[src/rtl/ltl_report_collector.sv]
// Collects automata report lines: timestamps every run cycle that carries a report,
// queues it in a small FIFO drained over valid/ready, and keeps sticky hit/overflow status.
module ltl_report_collector #(
  parameter int NUM_REPORTS = 4,
  parameter int TS_W        = 16,
  parameter int DEPTH       = 8,
  parameter int DROP_W      = 8
) (
  input  logic                       clk,
  input  logic                       reset_n,
  input  logic                       run,
  input  logic                       clear,
  input  logic [NUM_REPORTS-1:0]     report,
  output logic                       evt_valid,
  input  logic                       evt_ready,
  output logic [TS_W-1:0]            evt_ts,
  output logic [NUM_REPORTS-1:0]     evt_report,
  output logic                       hit_sticky,
  output logic                       overflow,
  output logic [DROP_W-1:0]          drop_count,
  output logic [$clog2(DEPTH):0]     level
);

  localparam int PTR_W   = $clog2(DEPTH);
  localparam int LVL_W   = PTR_W + 1;
  localparam int ENTRY_W = TS_W + NUM_REPORTS;

  logic [LVL_W-1:0]   wr_cnt_q, wr_cnt_d;
  logic [LVL_W-1:0]   rd_cnt_q, rd_cnt_d;
  logic [TS_W-1:0]    ts_q, ts_d;
  logic               hit_q, hit_d;
  logic               ovf_q, ovf_d;
  logic [DROP_W-1:0]  drop_q, drop_d;
  logic [ENTRY_W-1:0] mem_q [DEPTH];

  logic [LVL_W-1:0]   level_w;
  logic [ENTRY_W-1:0] head_w;
  logic               full_w;
  logic               pop_w;
  logic               push_req_w;
  logic               push_ok_w;
  logic               drop_w;

  // Counters carry one extra MSB so full and empty are distinguishable.
  assign level_w    = wr_cnt_q - rd_cnt_q;
  assign full_w     = (level_w == LVL_W'(DEPTH));
  assign evt_valid  = (level_w != '0);
  assign pop_w      = evt_valid & evt_ready;
  assign push_req_w = run & (|report);
  assign push_ok_w  = push_req_w & (~full_w | pop_w);
  assign drop_w     = push_req_w & full_w & ~pop_w;

  always_comb begin
    wr_cnt_d = wr_cnt_q;
    rd_cnt_d = rd_cnt_q;
    ts_d     = ts_q;
    hit_d    = hit_q;
    ovf_d    = ovf_q;
    drop_d   = drop_q;
    if (clear) begin
      wr_cnt_d = '0;
      rd_cnt_d = '0;
      ts_d     = '0;
      hit_d    = 1'b0;
      ovf_d    = 1'b0;
      drop_d   = '0;
    end else begin
      if (run)        ts_d     = ts_q + 1'b1;
      if (push_ok_w)  wr_cnt_d = wr_cnt_q + 1'b1;
      if (pop_w)      rd_cnt_d = rd_cnt_q + 1'b1;
      if (push_req_w) hit_d    = 1'b1;
      if (drop_w) begin
        ovf_d = 1'b1;
        if (drop_q != '1) drop_d = drop_q + 1'b1;
      end
    end
  end

  always_ff @(posedge clk or negedge reset_n) begin
    if (!reset_n) begin
      wr_cnt_q <= '0;
      rd_cnt_q <= '0;
      ts_q     <= '0;
      hit_q    <= 1'b0;
      ovf_q    <= 1'b0;
      drop_q   <= '0;
    end else begin
      wr_cnt_q <= wr_cnt_d;
      rd_cnt_q <= rd_cnt_d;
      ts_q     <= ts_d;
      hit_q    <= hit_d;
      ovf_q    <= ovf_d;
      drop_q   <= drop_d;
    end
  end

  // Storage needs no reset: the head is masked to zero whenever the FIFO is empty.
  always_ff @(posedge clk) begin
    if (push_ok_w && !clear) begin
      mem_q[wr_cnt_q[PTR_W-1:0]] <= {ts_q, report};
    end
  end

  assign head_w     = mem_q[rd_cnt_q[PTR_W-1:0]];
  assign evt_ts     = evt_valid ? head_w[ENTRY_W-1:NUM_REPORTS] : '0;
  assign evt_report = evt_valid ? head_w[NUM_REPORTS-1:0] : '0;
  assign hit_sticky = hit_q;
  assign overflow   = ovf_q;
  assign drop_count = drop_q;
  assign level      = level_w;

endmodule

[config.mk]
export PLATFORM = sky130hd
export DESIGN_NAME = ltl_report_collector
export DESIGN_NICKNAME = d
export VERILOG_FILES = /design/src/rtl/ltl_report_collector.sv
export SDC_FILE = /design/constraint.sdc
export NUM_CORES = 1
export LEC_CHECK = 0
export ABC_AREA = 1
export CORE_UTILIZATION = 59
export CTS_CLUSTER_DIAMETER = 100
export CTS_CLUSTER_SIZE = 12
export DETAILED_ROUTE_END_ITERATION = 10
export PLACE_DENSITY_LB_ADDON = 0.2
export SLEW_MARGIN = 20
export SYNTH_ARGS = -nofsm -noshare
export SYNTH_HDL_FRONTEND = slang
export SYNTH_SLANG_ARGS = --single-unit
export TNS_END_PERCENT = 20
[constraint.sdc]
create_clock -name clk -period 9.1 [get_ports clk]
set_input_delay 1.365 -clock clk [delete_from_list [all_inputs] [get_ports clk]]
set_output_delay 1.365 -clock clk [all_outputs]
set_load 0.01 [all_outputs]
==> results.yml, run 1 <==
logic_synthesis:
  synthFlopType: "sky130_fd_sc_hd__edfxtp_1"
  mappedNetlistNets: 739
  ys.warnings.count: 0
  synth_area_um2: 8437
  synth_largest_type_area_fraction: 0.5695
  synthesis_stage_register_bit_count: 194
  synth-edff-count: 160
  post-synth-top-area-cell: "sky130_fd_sc_hd__edfxtp_1"
  yosys-top-cells-count: "sky130_fd_sc_hd__edfxtp_1 (160), sky130_fd_sc_hd__nand2_1 (141), sky130_fd_sc_hd__a21oi_1 (90)"
  asyncSetResetFlopFracSynth: 0.1753
  synth_area_leaders: "sky130_fd_sc_hd__edfxtp_1 (57%), sky130_fd_sc_hd__dfrtp_1 (10%), sky130_fd_sc_hd__nand2_1 (6.3%)"
  synthMostInstantiatedCell: "sky130_fd_sc_hd__edfxtp_1"
  synth_seq_area_share: 0.6703
  synth_area_per_cell_um2: 11.69
  synthCells: 722
  post_synth_num_cell_types: 36
final_layout:
  multi_input_area_um2: 2502
  diodes: 0
  fillCellCount: 964
  layoutNonFillerInstCount: 956
  layout.area.seq_um2: 5657
  layout_cell_share_with_drive_strength_beyond_1: 0.09407
  final_cell_area_um2: 9643
  syn2layout_area_growth_pct: 14.30
  finish.utilization: 0.6920
  final_net_count: 780
placed_design:
  routabilityCongestion: 0.8181
  place_area_um2: 9070
  pre_cts_setup_slack_ps: 4354
  dp.cells: 924
  hpwl_um: 10960
  place.port_buffers: 43
status:
  outcome: "complete, no violations"
clock_network:
  clock_latency_ps: 420
  post_cts_buffers: 0
  root_buffer: "sky130_fd_sc_hd__clkbuf_16"
  tritoncts: "yes"
  cts_buffers: 17
  clockBufferDepth: 2
  post_cts.resized_instances: 0
  hold_buffers: 0
  clkSlewWorstSetupHoldPaths_ps: 70
  htreeDepth: 4
  clock-sinks: 194
worst_setup_path:
  critPathCaptureType: "output pin"
  worst_path_largest_cell_delay_ps: 590
  crit_fanout: 20
  worst_ep_arrival_time_ps: 3810
  critPathKind: "flop to output pin"
  timing.critical_path.buf_inv: 4
  crit_path_launch_type: "flop"
  critical-path-top-cell-by-count: "sky130_fd_sc_hd__inv_1"
  path_cells: "inv_1 -> ha_1 -> inv_1 -> fa_1 -> nor2_1 -> nand3_1 -> nand3b_4 -> inv_1 -> nor2_1 -> clkdlybuf4s50_1"
  timing.critical_path.slowest_stage_cell: "sky130_fd_sc_hd__inv_1"
  cpLargestDelayFamily: "buffers and inverters"
  critPathRequiredTime_ps: 7740
drt:
  drtIter0Drc: 844
  post-route-drc-count: 0
  wl_um: 18900
  vias_per_cell: 6.075
  drt_first_pass_iters: 7
  post_drt_wl_per_cell_um: 19.77
  drtAntennaViolNets: 0
  via_count: 5808
timing:
  finalWorstPathRequiredPeriod_ps: 5171
  timing.clock.skew_ps: 11.23
  unrepaired_setup_endpoints_after_global_routing: "false"
  setup-violations-final: 0
  maxSlewHeadroom: 0.3782
  post-route-worst-setup-slack_ps: 3929
  final_hold_viol_count: 0
  tns_ps: 0
  timing_max_transition_violations_final: 0
  worst_hold_slack_ps: 513.1
  fmax_mhz: 193.4
  final_period_util: 0.5682
  worst_pin_slew_ps: 927.6
die:
  die_y_um: 121.6
  top_level_port_count: 44
  die_width_um: 121.6
  core_area_um2: 13930
  design.die.area_um2: 14780
  num_rows: 43
  initial_core_util: 0.6055
pwr:
  post-layout-total-power_mw: 2.714
  power_leakage_nw: 3.731
  ir_worst_vdd_uv: 170.8
  cellPowerDensity_nw_per_um2: 281.4
grt:
  grt_pass1_vias: 5732
  grt_pass1_wl_um: 29840
  grt_usage: 0.2726
  maximum_number_of_pins_on_one_net_before_global_route_repair: 78
  grt-ovfl-total: 0
  grt_antenna_before_repair: 0
worst_hold_path:
  hold_path.class: "flop to flop"
flow_run:
  drv_cap: 0
==> worst paths after layout <==
path | start | end | slack, ps | cells past startpoint
max in group asynchronous | reset_n | rd_cnt_q[0]$_DFFE_PN0P_ | 7400 | 2
worst min register to register | hit_sticky$_DFFE_PN0P_ | hit_sticky$_DFFE_PN0P_ | 510 | 2
worst max-delay path | wr_cnt_q[0]$_DFFE_PN0P_ | evt_ts[0] | 3930 | 10
min in group asynchronous | reset_n | hit_sticky$_DFFE_PN0P_ | 1350 | 2
worst max register to register | wr_cnt_q[0]$_DFFE_PN0P_ | mem_q[1][5]$_DFFE_PP_ | 5590 | 11
worst min-delay path | hit_sticky$_DFFE_PN0P_ | hit_sticky$_DFFE_PN0P_ | 510 | 2
==> power by group <==
part / internal [mW] / switching, mW
Sequential: 0.986 / 0.0236
Clock: 0.419 / 0.309
Combinational: 0.402 / 0.575
==> routing by layer <==
metal  GRT usage  share of wire
met1      0.3699           0.41
met2      0.4411           0.50
met3     0.04916          0.075
met4      0.1057          0.018
met5           0              0
==> worst min-delay path, cell delays in order, from the launching register on <==
cell	delay [ps]
sky130_fd_sc_hd__dfrtp_1	350
sky130_fd_sc_hd__nor2_1	50
sky130_fd_sc_hd__nor2_1	80
==> layout by cell type (no fill, tap or decap), types with 17 or more instances in the layout <==
master | synthesis | layout
sky130_fd_sc_hd__nand2_1 | 141 | 141
sky130_fd_sc_hd__nor2_1 | 51 | 49
sky130_fd_sc_hd__edfxtp_1 | 160 | 160
sky130_fd_sc_hd__a22oi_1 | 40 | 40
sky130_fd_sc_hd__mux2i_1 | 20 | 20
sky130_fd_sc_hd__inv_1 | 35 | 35
sky130_fd_sc_hd__clkbuf_16 | 0 | 17
sky130_fd_sc_hd__dfrtp_1 | 34 | 33
sky130_fd_sc_hd__clkdlybuf4s50_1 | 0 | 43
sky130_fd_sc_hd__a21oi_1 | 90 | 90
sky130_fd_sc_hd__nand3_1 | 43 | 43
==> kinds of logic after synthesis <==
logic type,Yosys count,synth area share
xor gates and xnor gates,7,0.007267
AOI/OAI and AO/OA,142,0.09818
DFF,194,0.6703
muxes,20,0.02373
and+or+nand+nor,277,0.1505
buffers and inverters,74,0.03722
adders and majority gates,8,0.01275
==> area by class of cell <==
class | instances | share of cell area
clock buffers | 23 | 0.04853
clock inverters | 9 | 0.01090
inverters | 38 | 0.01479
multi-input cells | 454 | 0.2595
flip-flops and latches | 194 | 0.5866
well taps | 180 | 0.02336
repair buffers | 58 | 0.05631
==> sequential cells by signal, indices dropped and copies added (netlist names) <==
| name | cells |
|---|---|
| wr_cnt_q | 4 |
| rd_cnt_q | 4 |
| drop_count | 8 |
| ts_q | 16 |
| hit_sticky | 1 |
| overflow | 1 |
| mem_q | 160 |
Note: power is estimated with default switching activity, not from simulation.
==> run 2: changes to the inputs <==
- clock period: 9.1 -> 5.2 ns (I/O delays scaled with it)
==> run 2 against run 1 <==
- combinational power up 74%
- register-to-register slack worse by 3300 ps
- non-clock buffer count up 1
- cell count up 0.10%
- clock-buffer cell count down 5
- wire length down 2.4%
- clock power up 66%
- critical path depth unchanged
- clock skew up 0.65 ps
==> results.yml, run 2 (same netlist as run 1, synthesis figures left out) <==
status:
  outcome: "complete, no violations"
die:
  design.die.area_um2: 14780
  die_width_um: 121.6
  top_level_port_count: 44
  die_y_um: 121.6
  core_area_um2: 13930
  num_rows: 43
  initial_core_util: 0.6055
final_layout:
  layout.area.seq_um2: 5657
  final_cell_area_um2: 9622
  most-common-layout-cells: "sky130_fd_sc_hd__edfxtp_1 (160), sky130_fd_sc_hd__nand2_1 (141), sky130_fd_sc_hd__a21oi_1 (90), sky130_fd_sc_hd__nor2_1 (49)"
  multi_input_area_um2: 2502
  largest_register_ff_count: 160
  final_net_count: 781
  layoutNonFillerInstCount: 957
  layout_cell_share_with_drive_strength_beyond_1: 0.09653
  syn2layout_area_growth_pct: 14.04
  layout_commonest_cell: "sky130_fd_sc_hd__edfxtp_1"
  fillCellCount: 957
  diodes: 0
  finish.utilization: 0.6905
grt:
  grt_busiest_layer: "met2"
  global_route.usage.met2: 0.4414
  grt_pass1_wl_um: 28930
  grt-ovfl-total: 0
  gr-usage-met3: 0.05056
  met1_usage: 0.3506
  maximum_number_of_pins_on_one_net_before_global_route_repair: 61
  grt_pass1_vias: 5518
  grt_usage: 0.2656
  grt_antenna_before_repair: 0
clock_network:
  tritoncts: "yes"
  clock-sinks: 194
  htreeDepth: 4
  post_cts.resized_instances: 0
  clkSlewWorstSetupHoldPaths_ps: 70
  clockBufferDepth: 2
  clock_latency_ps: 430
  post_cts_buffers: 0
  hold_buffers: 0
  root_buffer: "sky130_fd_sc_hd__clkbuf_16"
  cts_buffers: 17
placed_design:
  place.port_buffers: 43
  place_area_um2: 9077
  routabilityCongestion: 0.9041
  dp.cells: 925
  hpwl_um: 10570
worst_hold_path:
  hold_path.class: "flop to flop"
  hp-start: "hit_sticky$_DFFE_PN0P_"
timing:
  timing.clock.skew_ps: 11.89
  final_hold_viol_count: 0
  unrepaired_setup_endpoints_after_global_routing: "false"
  tns_ps: 0
  timing_max_transition_violations_final: 0
  fmax_mhz: 230.2
  setup-violations-final: 0
  final_period_util: 0.8352
  maxSlewHeadroom: 0.3949
  finalWorstPathRequiredPeriod_ps: 4343
  worst_pin_slew_ps: 906.4
drt:
  drt_first_pass_iters: 5
  drtIter0Drc: 634
  vias_per_cell: 6.010
  wl_um: 18450
  post-route-drc-count: 0
  drtAntennaViolNets: 0
  post_drt_wl_per_cell_um: 19.28
  via_count: 5752
worst_setup_path:
  timing.critical_path.from: "wr_cnt_q[0]$_DFFE_PN0P_"
  crit_fanout: 20
  critPathRequiredTime_ps: 4420
  critical-path-top-cell-by-count: "sky130_fd_sc_hd__inv_1"
  critPathCaptureType: "output pin"
  critPathKind: "flop to output pin"
  worst_path_largest_cell_delay_ps: 520
  regToRegStartpoint: "rd_cnt_q[0]$_DFFE_PN0P_"
  worst_ep_arrival_time_ps: 3560
  path_cells: "inv_1 -> ha_1 -> inv_1 -> fa_1 -> nor2_1 -> nand3_1 -> nand3b_4 -> inv_1 -> nor2_1 -> clkdlybuf4s50_1"
  crit_path_launch_type: "flop"
  timing.critical_path.slowest_stage_cell: "sky130_fd_sc_hd__inv_1"
pwr:
  ir_worst_vdd_uv: 250.0
  post-layout-total-power_mw: 4.694
  cellPowerDensity_nw_per_um2: 487.9
  power_leakage_nw: 3.714
flow_run:
  drv_cap: 0
-- run 2: cell count changes in the layout (fill, tap and decap cells not counted), moves of 2 or more --
cell / previous run / this run
sky130_fd_sc_hd__clkbuf_1: 4 / 1
sky130_fd_sc_hd__clkbuf_8: 2 / 0
sky130_fd_sc_hd__clkinv_1: 2 / 4
sky130_fd_sc_hd__clkinvlp_4: 3 / 5
-- run 2: where the power goes --
group	leakage [nW]	switching (mW)	internal [mW]
combinational	1.55	0.984	0.712
sequential	1.91	0.0606	1.73
clock	0.251	0.557	0.656
total	3.71	1.60	3.09
-- run 2: stage by stage --
stage | setup WS (ps) | hold WS (ps)
6_report | 856.8 | 517.3
5_1_grt | 647.2 | 543.7
4_1_cts | 859.7 | 521.2
3_5_place_dp | 1373 | 510.8
3_3_place_gp | 1513 | 496.2
2_1_floorplan | 1630 | 484.4
-- run 2: layout make-up --
| cell class | count | share of cell area |
|---|---|---|
| clock buffers | 18 | 0.04460 |
| clock inverters | 14 | 0.01196 |
| inverters | 38 | 0.01482 |
| multi-input cells | 454 | 0.2601 |
| flip-flops and latches | 194 | 0.5879 |
| well taps | 180 | 0.02341 |
| repair buffers | 59 | 0.05722 |
-- run 2: layer usage --
metal / vias up / routed length (um)
li1: 2663 / -
met1: 2840 / 7649
met2: 225 / 9349
met3: 24 / 1222
met4: 0 / 227
met5: - / 0
-- run 2: critical path, delay by kind of cell, from the launching register on --
kind,cells,cell delay (ps)
buffers and inverters,4,1310
AND/OR/NAND/NOR,4,630
adder cells (fa/ha/maj),2,680
flip-flops,1,510
-- run 2: final timing paths --
| check | end | slack [ps] | depth (start not counted) |
|---|---|---|---|
| min in group asynchronous | overflow$_DFFE_PN0P_ | 750 | 2 |
| worst max-delay path | evt_ts[6] | 860 | 10 |
| worst max register to register | mem_q[5][19]$_DFFE_PP_ | 2280 | 10 |
| worst min register to register | hit_sticky$_DFFE_PN0P_ | 520 | 2 |
| max in group asynchronous | rd_cnt_q[0]$_DFFE_PN0P_ | 4110 | 2 |
| worst min-delay path | hit_sticky$_DFFE_PN0P_ | 520 | 2 |
